## src/rtl/fpu_fp64_to_int.sv

```systemverilog
// IEEE-754 binary64 to signed 64-bit integer converter with an iterative 8-bit denormalising shifter.
// Define FPU_FP64_CVT_ROUND_EN for round-to-nearest-even; the default build truncates toward zero.
module fpu_fp64_to_int (
   input  logic        clk,
   input  logic        reset,
   input  logic        start,
   input  logic [63:0] src,
   output logic [63:0] dst,
   output logic        busy,
   output logic        done,
   output logic        inexact,
   output logic        invalid
);

   typedef enum logic [1:0] {IDLE, SHIFT, ROUND, NEGATE} state_t;

   localparam logic [63:0] MAX_POS = 64'h7FFF_FFFF_FFFF_FFFF;
   localparam logic [63:0] MAX_NEG = 64'h8000_0000_0000_0000;
`ifdef FPU_FP64_CVT_ROUND_EN
   localparam state_t POST_SHIFT = ROUND;
`else
   localparam state_t POST_SHIFT = NEGATE;
`endif

   state_t      state, stateNext;
   logic [63:0] acc, accNext;
   logic [5:0]  cnt, cntNext;
   logic        dirLeft, dirLeftNext;
   logic        sign, signNext;
   logic        guard, guardNext;
   logic        sticky, stickyNext;
   logic [63:0] dstNext;
   logic        doneNext, inexactNext, invalidNext;

   logic               sIn;
   logic [10:0]        eIn;
   logic [51:0]        fracIn;
   logic signed [12:0] expU;
   logic [5:0]         kAmt;
   logic [63:0]        accPreLast;
   logic [63:0]        lostLow;

   assign sIn    = src[63];
   assign eIn    = src[62:52];
   assign fracIn = src[51:0];
   assign expU   = $signed({2'b00, eIn}) - 13'sd1023;
   assign busy   = (state != IDLE);

   // A right shift by k is done as k-1 then 1 so the last bit out lands in guard.
   assign kAmt       = (cnt > 6'd8) ? 6'd8 : cnt;
   assign accPreLast = acc >> (kAmt - 6'd1);
   assign lostLow    = acc & ((64'd1 << (kAmt - 6'd1)) - 64'd1);

   always_ff @(posedge clk) begin
      if (!reset) begin
         state <= IDLE;
      end else begin
         state <= stateNext;
      end
   end

   always_comb begin
      stateNext   = state;
      accNext     = acc;
      cntNext     = cnt;
      dirLeftNext = dirLeft;
      signNext    = sign;
      guardNext   = guard;
      stickyNext  = sticky;
      dstNext     = dst;
      doneNext    = 1'b0;
      inexactNext = inexact;
      invalidNext = invalid;

      case (state)
         IDLE: begin
            if (start) begin
               if (eIn == 11'd0) begin
                  dstNext     = 64'd0;
                  inexactNext = (fracIn != 52'd0);
                  invalidNext = 1'b0;
                  doneNext    = 1'b1;
               end else if (eIn == 11'h7FF) begin
                  dstNext     = (fracIn != 52'd0 || sIn) ? MAX_NEG : MAX_POS;
                  inexactNext = 1'b0;
                  invalidNext = 1'b1;
                  doneNext    = 1'b1;
               end else if (expU < 13'sd0) begin
                  dstNext     = 64'd0;
                  inexactNext = 1'b1;
                  invalidNext = 1'b0;
                  doneNext    = 1'b1;
               end else if (expU >= 13'sd63) begin
                  // -2^63 is exactly representable; everything else here is out of range.
                  dstNext     = sIn ? MAX_NEG : MAX_POS;
                  inexactNext = 1'b0;
                  invalidNext = !(sIn && expU == 13'sd63 && fracIn == 52'd0);
                  doneNext    = 1'b1;
               end else begin
                  accNext    = {11'd0, 1'b1, fracIn};
                  signNext   = sIn;
                  guardNext  = 1'b0;
                  stickyNext = 1'b0;
                  if (expU >= 13'sd52) begin
                     dirLeftNext = 1'b1;
                     cntNext     = expU[5:0] - 6'd52;
                  end else begin
                     dirLeftNext = 1'b0;
                     cntNext     = 6'd52 - expU[5:0];
                  end
                  stateNext = (cntNext != 6'd0) ? SHIFT : POST_SHIFT;
               end
            end
         end
         SHIFT: begin
            if (dirLeft) begin
               accNext = acc << kAmt;
            end else begin
               accNext    = accPreLast >> 1;
               guardNext  = accPreLast[0];
               stickyNext = sticky | guard | (lostLow != 64'd0);
            end
            cntNext = cnt - kAmt;
            if (cntNext == 6'd0) stateNext = POST_SHIFT;
         end
`ifdef FPU_FP64_CVT_ROUND_EN
         ROUND: begin
            if (!dirLeft && guard && (sticky || acc[0])) accNext = acc + 64'd1;
            stateNext = NEGATE;
         end
`endif
         NEGATE: begin
            dstNext     = sign ? (~acc + 64'd1) : acc;
            inexactNext = guard | sticky;
            invalidNext = 1'b0;
            doneNext    = 1'b1;
            stateNext   = IDLE;
         end
         default: stateNext = IDLE;
      endcase
   end

   always_ff @(posedge clk) begin
      if (!reset) begin
         acc     <= 64'd0;
         cnt     <= 6'd0;
         dirLeft <= 1'b0;
         sign    <= 1'b0;
         guard   <= 1'b0;
         sticky  <= 1'b0;
         dst     <= 64'd0;
         done    <= 1'b0;
         inexact <= 1'b0;
         invalid <= 1'b0;
      end else begin
         acc     <= accNext;
         cnt     <= cntNext;
         dirLeft <= dirLeftNext;
         sign    <= signNext;
         guard   <= guardNext;
         sticky  <= stickyNext;
         dst     <= dstNext;
         done    <= doneNext;
         inexact <= inexactNext;
         invalid <= invalidNext;
      end
   end

endmodule

```

## config.mk

```make
export PLATFORM = sky130hd
export DESIGN_NAME = fpu_fp64_to_int
export DESIGN_NICKNAME = d
export VERILOG_FILES = /design/src/rtl/fpu_fp64_to_int.sv
export SDC_FILE = /design/constraint.sdc
export NUM_CORES = 1
export LEC_CHECK = 0
export ABC_CLOCK_PERIOD_IN_PS = 6000
export CELL_PAD_IN_SITES_DETAIL_PLACEMENT = 1
export CELL_PAD_IN_SITES_GLOBAL_PLACEMENT = 1
export CORE_ASPECT_RATIO = 1.75
export CORE_MARGIN = 1
export CORE_UTILIZATION = 30
export CTS_BUF_LIST = sky130_fd_sc_hd__clkbuf_4 sky130_fd_sc_hd__clkbuf_8
export DETAILED_ROUTE_END_ITERATION = 10
export PLACE_DENSITY = 0.59
export SLEW_MARGIN = 40
export SYNTH_ARGS = -nofsm -noshare
export SYNTH_HDL_FRONTEND = slang
export SYNTH_SLANG_ARGS = --single-unit
export TNS_END_PERCENT = 1
```

## constraint.sdc

```tcl
create_clock -name clk -period 6 [get_ports clk]
set_clock_uncertainty 0.2 [all_clocks]
set_input_delay 1.5 -clock clk [delete_from_list [all_inputs] [get_ports clk]]
set_output_delay 1.5 -clock clk [all_outputs]
set_load 0.1 [all_outputs]
```

==> flow_summary.json, run 1 <==
{
  "postCtsSetupRepairBufs": 0,
  "floorplan.rows": 109,
  "sequential_cell_area_um2": 2870,
  "synth.ff_latch_count": 143,
  "placeableCoreArea_um2": 50600,
  "chipHeight_um": 302,
  "filler_instances": 6190,
  "detail_route.vias_per_cell": 6.50,
  "drt-total-wl_mm": 89.7,
  "area.growth.synth_to_final_pct": 14.8,
  "r2r_end": "sticky",
  "yosysTopAreaCell": "dfxtp_1",
  "globalplace.congestion": 1.03,
  "fin_crit_sh_pct": 90.2,
  "grt_start_max_net_pins": 78,
  "timing.hold.worst_endpoint": "acc[32]",
  "power_per_cell_area_nw_per_um2": 198,
  "worst_ep_required_time_ns": 6.21,
  "clk_path_buf_depth": 2,
  "timing_hold_violations_final": 0,
  "startpoint_type": "flop",
  "slew_hr_pct": 38.3,
  "synth_nets": 2156,
  "holdBufCountCts": 0,
  "timing.reg2reg.worst_path_depth": 17,
  "clock_latency_on_the_worst_skew_pair_ns": 0.54,
  "drv_cap": 0,
  "fmaxAchievable_mhz": 185,
  "rrSetupSlack_ns": 0.59,
  "p_leak_nw": 6.67,
  "boundaryPins": 135,
  "floorplan.die_area_um2": 52400,
  "timing_worst_setup_path_type": "reg -> reg",
  "dp_hpwl_mm": 67.6,
  "count_of_antenna_violating_nets_left_after_detailed_routing": 0,
  "cts_num_sinks": 143,
  "worst-endpoint-arrival_ns": 5.63,
  "netlist_area_um2": 15400,
  "grt_use_total_pct": 33.7,
  "drt-wirelength-per-cell_um": 32.4,
  "outcome": "complete, no violations",
  "utilization_pct": 35.0,
  "cts.htree.levels": 4,
  "worst_slew_pin_slew_ns": 0.899,
  "synth_enable_flop_cells": 0,
  "synth.yosys.seq_area_share_pct": 18.6,
  "post_cts_resize_count": 0,
  "number_of_max_slew_violations_in_the_final_report": 0,
  "crit_path_end_kind": "flop",
  "min_period_ns": 5.41,
  "synth-async-reset-ratio_pct": 0,
  "synth_cells": 2069,
  "critPathMaxFanout": 13,
  "max-vdd-ir-drop_mv": 0.128,
  "antenna_violations_before_repair": 1,
  "mostFrequentLayoutCell": "nand2_1",
  "layout-drive-gt1-share_pct": 14.8,
  "share_of_the_synthesized_area_in_the_top_cell_type_pct": 18.6,
  "grt_pass1_wl_mm": 129,
  "residual_overflow_from_global_routing": 0,
  "cts.root.buffer_cell": "clkbuf_8",
  "initial_utilization_pct": 30.5,
  "min-delay-start": "acc[32]",
  "first_global_vias": 18456,
  "hold_path.class": "reg -> reg",
  "multi_input_area_um2": 11500,
  "detail_route.first_pass.iterations": 5,
  "dr.first_iter.drc_count": 1471,
  "clkTransAtPathRegs_ns": 0.14,
  "most-common-layout-cells": "nand2_1 (276), mux2i_1 (233), o21ai_0 (183), dfxtp_1 (140), a21oi_1 (128)",
  "synth_cell_types": 83,
  "route.detailed.drc": 0,
  "synth_area_leaders": "dfxtp_1 (19%), mux2i_1 (15%), nand2_1 (6.7%)",
  "synth_ff_type": "dfxtp_1",
  "rsz0062_at_grt": "false",
  "total_number_of_yosys_warnings": 0,
  "cts_tree": "built",
  "hold_path_depth": 2,
  "detailroute.via_count": 18003,
  "rr_startpoint": "cnt[5]",
  "syn_avg_cell_area_um2": 7.46,
  "tns_ns": 0,
  "die_width_um": 173,
  "port_buffers": 134,
  "setup_violations": 0,
  "cts_made_buffers": 17,
  "finish.net_count": 2178
}
==> layer usage <==
layer / share of wire (%) / track usage, %
met5: 0 / 0
met3: 6.6 / 5.08
met2: 49 / 59.7
met1: 36 / 36.9
met4: 7.7 / 23.6
==> sequential cells by signal, summed over array words and instances, names as in the netlist <==
register,flops
guard,1
inexact,1
state,2
sticky,1
dirLeft,1
invalid,1
cnt,6
done,1
acc,64
sign,1
dst,64
==> logic make-up (layout without fill, tap and decap cells) <==
family | Yosys count | in the layout | synth area share (%)
AO/OA/AOI/OAI | 640 | 640 | 27.3
XOR/XNOR | 75 | 75 | 4.26
adder cells (fa/ha/maj) | 20 | 20 | 1.62
buffers and inverters | 277 | 312 | 7.11
flip-flops | 143 | 143 | 18.6
multiplexers | 287 | 287 | 22.3
other | 1 | 2 | 0.0243
AND/OR/NAND/NOR | 626 | 626 | 18.8
==> synth_stat cells, types with 7 or more instances <==
| master | n |
|---|---|
| nand3_1 | 51 |
| and3_1 | 14 |
| xor2_1 | 21 |
| o41ai_1 | 13 |
| o21a_1 | 10 |
| o31ai_1 | 25 |
| mux2_2 | 8 |
| nor2b_1 | 12 |
| a211o_1 | 9 |
| or4_1 | 18 |
| o22ai_1 | 25 |
| buf_2 | 18 |
| nand4_1 | 12 |
| a211oi_1 | 33 |
| clkbuf_1 | 200 |
| mux4_2 | 44 |
| o21ai_0 | 183 |
| mux2i_1 | 235 |
| o221ai_1 | 21 |
| nor4_1 | 33 |
| or3_1 | 12 |
| a21boi_0 | 7 |
| a21oi_1 | 128 |
| ha_1 | 20 |
| and2_1 | 12 |
| a32o_1 | 7 |
| a2111oi_0 | 7 |
| nand2_1 | 276 |
| dfxtp_1 | 143 |
| buf_1 | 24 |
| xnor2_1 | 54 |
| a31o_2 | 9 |
| a22o_1 | 10 |
| a22oi_1 | 7 |
| a31oi_1 | 17 |
| nor2_1 | 125 |
| nand2b_1 | 8 |
| inv_1 | 25 |
| nor3_1 | 25 |
| o2111ai_1 | 12 |
| a311oi_1 | 10 |
| o211ai_1 | 53 |
==> cell type report <==
class | instances | share of cell area (%)
diodes | 1 | 0.0141
clock buffers | 17 | 1.32
clock inverters | 15 | 1.09
inverters | 29 | 0.629
multi-input cells | 1649 | 65.2
flip-flops and latches | 143 | 16.2
well taps | 666 | 4.70
repair buffers | 251 | 10.9
==> critical path: stages, from the launching register on <==
cell,delay (ns)
dfxtp_1,0.47
nor4b_2,0.72
inv_2,0.12
ha_1,0.25
ha_1,0.46
nor2b_1,0.33
nand2_1,0.10
ha_1,0.21
nor2b_1,0.15
nor4b_1,0.15
a211oi_1,0.24
o2111ai_1,0.18
a2111oi_0,0.63
buf_4,0.22
nand4_1,0.16
nor4_1,0.44
buf_4,0.20
a21oi_1,0.06
==> worst max-delay path by stage <==
stage / from / endpoint / slack [ns] / cells after the start
global route: cnt[5] / sticky / 0.18 / 17
floorplan: cnt[5] / sticky / 0.82 / 22
detailed placement: src[53] / state[1] / 0.55 / 10
finish: cnt[5] / sticky / 0.59 / 17
global placement: cnt[3] / sticky / 0.51 / 17
CTS: cnt[5] / sticky / 0.49 / 17
==> power breakdown <==
part	switching (mW)	internal, mW	leakage, nW	total [mW]
clock network	0.549	0.322	0.211	0.871
logic	1.20	0.378	5.30	1.58
registers	0.0464	1.02	1.17	1.06
==> through the flow <==
step	power, mW	cells	setup WS (ns)	hold WS (ns)	instance area, µm²
finish	3.51	2771	0.588	0.276	17700
global route	3.63	2771	0.179	0.295	17700
CTS	3.50	2769	0.492	0.274	17700
detailed placement	2.63	2737	0.555	0.252	17300
global placement	2.68	2737	0.510	0.255	17600
floorplan	2.13	2069	0.819	0.254	15400
Power figures use the tool's default switching activity.
==> run 2: changes to the inputs <==
ABC_AREA = 1   (was default)
CAP_MARGIN = 30   (was default)
PLACE_DENSITY = 0.63   (was 0.59)
==> flow_summary.json, run 2 <==
{
  "outcome": "complete, no violations",
  "synth_enable_flop_cells": 0,
  "postCtsSetupRepairBufs": 0,
  "power_per_cell_area_nw_per_um2": 700,
  "crit_path_end_kind": "flop",
  "total_number_of_yosys_warnings": 0,
  "worstPathCellList": "inv_1 > nand2_4 > o21ai_2 > nand2_4 > buf_4 > inv_1 > ha_1 > inv_2 > o21ai_1 > nand2_1 > nor2_1 > o21ai_1 > o21ai_0 > nand2_1 > a21oi_1",
  "cts_made_buffers": 17,
  "timing_worst_setup_path_type": "reg -> reg",
  "rsz0062_at_grt": "false",
  "clk_path_buf_depth": 2,
  "cts_num_sinks": 143,
  "share_of_the_synthesized_area_in_the_top_cell_type_pct": 18.3,
  "floorplan.die_area_um2": 53200,
  "setup_violations": 0,
  "fin_crit_sh_pct": 85.8,
  "netlist_area_um2": 15700,
  "synth-async-reset-ratio_pct": 0,
  "boundaryPins": 135,
  "largestRegisters": "acc (64), dst (64), cnt (6)",
  "tns_ns": 0,
  "crit_buf_inv": 4,
  "route.detailed.drc": 0,
  "synth.ff_latch_count": 143,
  "yosysTopAreaCell": "dfxtp_1",
  "cts_tree": "built",
  "detailroute.via_count": 20507,
  "cp_num_cells": 15,
  "dp_hpwl_mm": 72.1,
  "detail_route.vias_per_cell": 5.81,
  "post_cts_resize_count": 0,
  "synth.yosys.seq_area_share_pct": 18.3,
  "residual_overflow_from_global_routing": 0,
  "layout-drive-gt1-share_pct": 9.49,
  "chipHeight_um": 304,
  "synth_area_leaders": "dfxtp_1 (18%), nand2_1 (17%), o21ai_0 (11%)",
  "path_delay_family": "compound AO/OA/AOI/OAI gates",
  "min_period_ns": 5.15,
  "detail_route.first_pass.iterations": 5,
  "hold_path.class": "reg -> reg",
  "synth_top_cells_by_count": "nand2_1 (723), o21ai_0 (347), nand3_1 (229)",
  "drt-wirelength-per-cell_um": 26.1,
  "slew_hr_pct": 42.5,
  "syn_avg_cell_area_um2": 5.54,
  "grt_use_total_pct": 34.1,
  "clkTransAtPathRegs_ns": 0.10,
  "count_of_antenna_violating_nets_left_after_detailed_routing": 0,
  "area.growth.synth_to_final_pct": 12.0,
  "worst-endpoint-arrival_ns": 5.39,
  "antenna_violations_before_repair": 1,
  "startpoint_type": "flop",
  "cts.root.buffer_cell": "clkbuf_8",
  "synth_cells": 2827,
  "filler_instances": 7077,
  "critical-path-slowest-cell": "ha_1",
  "grt_start_max_net_pins": 94,
  "multi_input_area_um2": 11100,
  "die_width_um": 175,
  "cts.htree.levels": 4,
  "worst_slew_pin_slew_ns": 0.858,
  "worst_ep_required_time_ns": 6.24,
  "globalplace.congestion": 1.02,
  "sequential_cell_area_um2": 2860,
  "synth_nets": 2914,
  "number_of_max_slew_violations_in_the_final_report": 0,
  "clock_latency_on_the_worst_skew_pair_ns": 0.53,
  "first_global_vias": 20592,
  "timing.hold.ws_ns": 0.292,
  "max-vdd-ir-drop_mv": 0.278,
  "synth_ff_type": "dfxtp_1",
  "placeableCoreArea_um2": 51500,
  "layoutNonFillerInstCount": 3528,
  "fmaxAchievable_mhz": 194,
  "hold_path_depth": 2,
  "synth_cell_types": 58,
  "drv_cap": 0,
  "port_buffers": 134,
  "most-common-layout-cells": "nand2_1 (723), o21ai_0 (347), nand3_1 (229), inv_1 (218), a21oi_1 (204)",
  "grt_pass1_wl_mm": 134,
  "p_leak_nw": 7.42,
  "placedCellCount": 3495,
  "floorplan.rows": 110,
  "yosysMostFrequentCell": "nand2_1",
  "critPathMaxFanout": 43,
  "timing.reg2reg.worst_path_depth": 15,
  "drt-total-wl_mm": 92.2,
  "holdBufCountCts": 0,
  "dr.first_iter.drc_count": 1282,
  "cp_slowest_stage_delay_ns": 0.67,
  "mostFrequentLayoutCell": "nand2_1",
  "timing_hold_violations_final": 0,
  "initial_utilization_pct": 30.5,
  "finish.net_count": 2929
}
==> run 2: cell count changes in the layout (fill, tap and decap cells not counted), sizes merged, moves of 77 or more <==
cell   previous run  this run
a21oi           129       206
nor2            125       230
mux2i           235        25
nand2           277       735
nand3            51       233
inv              29       249
o21ai           185       542
==> run 2: worst reg2reg max path: stages, from the launching register on <==
cell and delay (ns):
dfxtp_1 0.42, inv_1 0.13, nand2_4 0.19, o21ai_2 0.12
nand2_4 0.07, buf_4 0.40, inv_1 0.22, ha_1 0.67
inv_2 0.46, o21ai_1 0.52, nand2_1 0.26, nor2_1 0.30
o21ai_1 0.22, o21ai_0 0.61, nand2_1 0.14, a21oi_1 0.16
==> run 2: report_power, final <==
part | switching (mW) | total (mW) | internal, mW
registers | 0.462 | 1.66 | 1.20
clock network | 0.471 | 0.876 | 0.405
logic | 7.41 | 9.75 | 2.33
total | 8.35 | 12.3 | 3.94
==> run 2: cell type report <==
type / instances / area share [%]
antenna: 1 / 0.0143
clock buffer: 21 / 1.57
clock inverter: 11 / 0.741
inverter: 250 / 5.34
multi-input combinational: 2243 / 63.1
sequential: 143 / 16.3
tap: 672 / 4.79
timing repair buffer: 187 / 8.13
==> run 2: metrics by stage <==
stage	setup WS, ns	util, %	cell area [µm²]	total power [mW]
CTS	1.05	34.1	17600	12.1
detailed placement	0.856	33.3	17100	11.2
floorplan	1.66	-	15700	7.81
global placement	0.947	34.0	17500	11.1
global route	0.691	34.1	17600	13.0
finish	0.849	34.1	17600	12.3
==> run 2: final timing paths <==
path / startpoint / end / slack, ns
max: cnt[3] / acc[11] / 0.85
min: sticky / sticky / 0.29
max reg2reg: cnt[3] / acc[11] / 0.85
min reg2reg: sticky / sticky / 0.29
==> run 2: kinds of logic after synthesis <==
group	count (synthesis)	share of synthesized area (%)
and+or+nand+nor	1324	36.8
xor gates and xnor gates	16	0.894
AOI/OAI and AO/OA	857	29.5
DFF	143	18.3
adders and majority gates	20	1.60
other	1	0.0239
muxes	25	1.60
buffers and inverters	441	11.3
==> run 2: routing by layer <==
metal / global-route usage [%] / wire, µm / up-vias
met5: 0 / 0 / -
met4: 24.6 / 7240 / 0
met2: 59.7 / 45400 / 691
met3: 3.55 / 3730 / 254
met1: 37.9 / 35800 / 10005
li1: - / - / 9557
==> run 3: changes to the inputs <==
ABC_CLOCK_PERIOD_IN_PS = 4300   (was 6000)
PLACE_DENSITY = 0.65   (was 0.63)
clock period = 4.3 ns   (was 6 ns; I/O delays follow)
==> flow_summary.json, run 3 (same netlist as run 2, synthesis figures left out) <==
{
  "rrSetupSlack_ns": 0.27,
  "critPathMaxFanout": 43,
  "worst_slew_pin_slew_ns": 0.928,
  "placedCellCount": 3612,
  "mostFrequentLayoutCell": "nand2_1",
  "port_buffers": 134,
  "chipHeight_um": 304,
  "area.growth.synth_to_final_pct": 18.5,
  "outcome": "complete, no violations",
  "detailroute.via_count": 20926,
  "route.detailed.drc": 0,
  "hold_path.class": "reg -> reg",
  "power_per_cell_area_nw_per_um2": 1010,
  "boundaryPins": 135,
  "cts_num_sinks": 143,
  "clock_latency_on_the_worst_skew_pair_ns": 0.52,
  "drt-total-wl_mm": 98.0,
  "power.share.clock_pct": 6.3,
  "grt_start_max_net_pins": 90,
  "cts.htree.levels": 4,
  "netSwitchingPower_mw": 12.3,
  "finish.net_count": 3046,
  "placeableCoreArea_um2": 51500,
  "timing_hold_violations_final": 0,
  "crit_path_end_kind": "flop",
  "slew_hr_pct": 37.6,
  "number_of_max_slew_violations_in_the_final_report": 0,
  "fin_crit_sh_pct": 93.7,
  "floorplan.die_area_um2": 53200,
  "layoutNonFillerInstCount": 3645,
  "startpoint_type": "flop",
  "count_of_antenna_violating_nets_left_after_detailed_routing": 0,
  "detail_route.vias_per_cell": 5.74,
  "most-common-layout-cells": "nand2_1 (722), o21ai_0 (345), nand3_1 (229), inv_1 (218), a21oi_1 (204)",
  "clkTransAtPathRegs_ns": 0.09,
  "cts_made_buffers": 17,
  "tns_ns": 0,
  "floorplan.rows": 110,
  "cts.root.buffer_cell": "clkbuf_8",
  "min_period_ns": 4.03,
  "grt_use_total_pct": 36.6,
  "layout-drive-gt1-share_pct": 13.2,
  "power_switching_share_pct": 65.7,
  "fmaxAchievable_mhz": 248,
  "max-vdd-ir-drop_mv": 0.488,
  "first_global_vias": 21542,
  "worst-endpoint-arrival_ns": 4.27,
  "postCtsSetupRepairBufs": 0,
  "antenna_violations_before_repair": 1,
  "setup_violations": 0,
  "die_width_um": 175,
  "cts_tree": "built",
  "worst_ep_required_time_ns": 4.54,
  "dr.first_iter.drc_count": 1567,
  "combPwrFrac_pct": 81.9,
  "detail_route.first_pass.iterations": 7,
  "largestRegisters": "acc (64), dst (64), cnt (6)",
  "initial_utilization_pct": 30.5,
  "grt_pass1_wl_mm": 142,
  "timing_worst_setup_path_type": "reg -> reg",
  "dp_hpwl_mm": 78.2,
  "seq_power_share_pct": 11.8,
  "drv_cap": 0,
  "clk_path_buf_depth": 2,
  "rsz0062_at_grt": "false",
  "p_int_mw": 6.45,
  "globalplace.congestion": 1.02,
  "p_leak_nw": 8.03,
  "residual_overflow_from_global_routing": 0,
  "drt-wirelength-per-cell_um": 26.9
}
[run 3: changes by cell type in the layout (fill, tap and decap cells not counted), moves of 3 or more]
| cell | previous run | this run |
|---|---|---|
| buf_4 | 52 | 164 |
| buf_12 | 2 | 11 |
| buf_2 | 67 | 64 |
| clkinv_1 | 4 | 1 |
[run 3: cell type report]
class	instances	area, µm²
Clock inverter	14	158
Fill cell	7030	32900
Clock buffer	18	241
Multi-Input combinational cell	2243	11100
Antenna cell	1	2.50
Sequential cell	143	2860
Tap cell	672	841
Inverter	250	942
Timing Repair Buffer	304	2420
[run 3: metrics by stage]
step | worst slack (ns) | hold WS (ns) | power, mW | instance area [µm²] | util (%)
global route | 0.0535 | 0.319 | 19.8 | 18600 | 36.1
CTS | 0.134 | 0.294 | 18.4 | 18600 | 36.0
detailed placement | 0.0483 | 0.276 | 17.1 | 18200 | 35.3
global placement | 0.00329 | 0.272 | 17.1 | 18500 | 35.9
floorplan | 0.0104 | 0.253 | 10.9 | 15700 | -
finish | 0.270 | 0.288 | 18.8 | 18600 | 36.1
[run 3: path summary, 6_finish.rpt]
kind,start,endpoint,cells after the start
setup / recovery,cnt[4],acc[11],18
hold / removal,dst[13],dst[13],2
setup reg to reg,cnt[4],acc[11],18
hold reg to reg,dst[13],dst[13],2
[run 3: metal layers]
layer	up-vias	track usage, %	part of all wire, %
met2	714	64.1	49
met1	10202	40.7	39
met4	0	26.4	7.9
li1	9770	-	-
met3	240	3.69	4.0
met5	-	0	0
[run 3: power by group through the flow]
stage | clock (mW) | combinational [mW] | sequential [mW]
floorplan | 0 | 7.98 | 2.93
global placement | 0 | 14.9 | 2.23
detailed placement | 0 | 14.9 | 2.21
CTS | 1.22 | 15.0 | 2.19
global route | 1.25 | 16.3 | 2.24
finish | 1.19 | 15.4 | 2.22
[run 3: critical path, cell delays in order, from the launching register on]
cell	delay [ns]
dfxtp_1	0.36
inv_1	0.11
nand2_1	0.07
o21ai_2	0.24
nand2_4	0.07
buf_4	0.16
inv_1	0.13
ha_1	0.47
inv_2	0.16
buf_12	0.23
buf_4	0.38
o21ai_0	0.25
o21ai_1	0.30
mux2i_1	0.19
nor2_1	0.20
nor2_1	0.07
o21ai_0	0.12
nand2_1	0.09
a21oi_1	0.13
[run 3: what timing repair did]
item,4_1_cts,5_1_grt
endpoints found under the setup margin,0,3
resized for setup,0,4
hold buffers,0,0
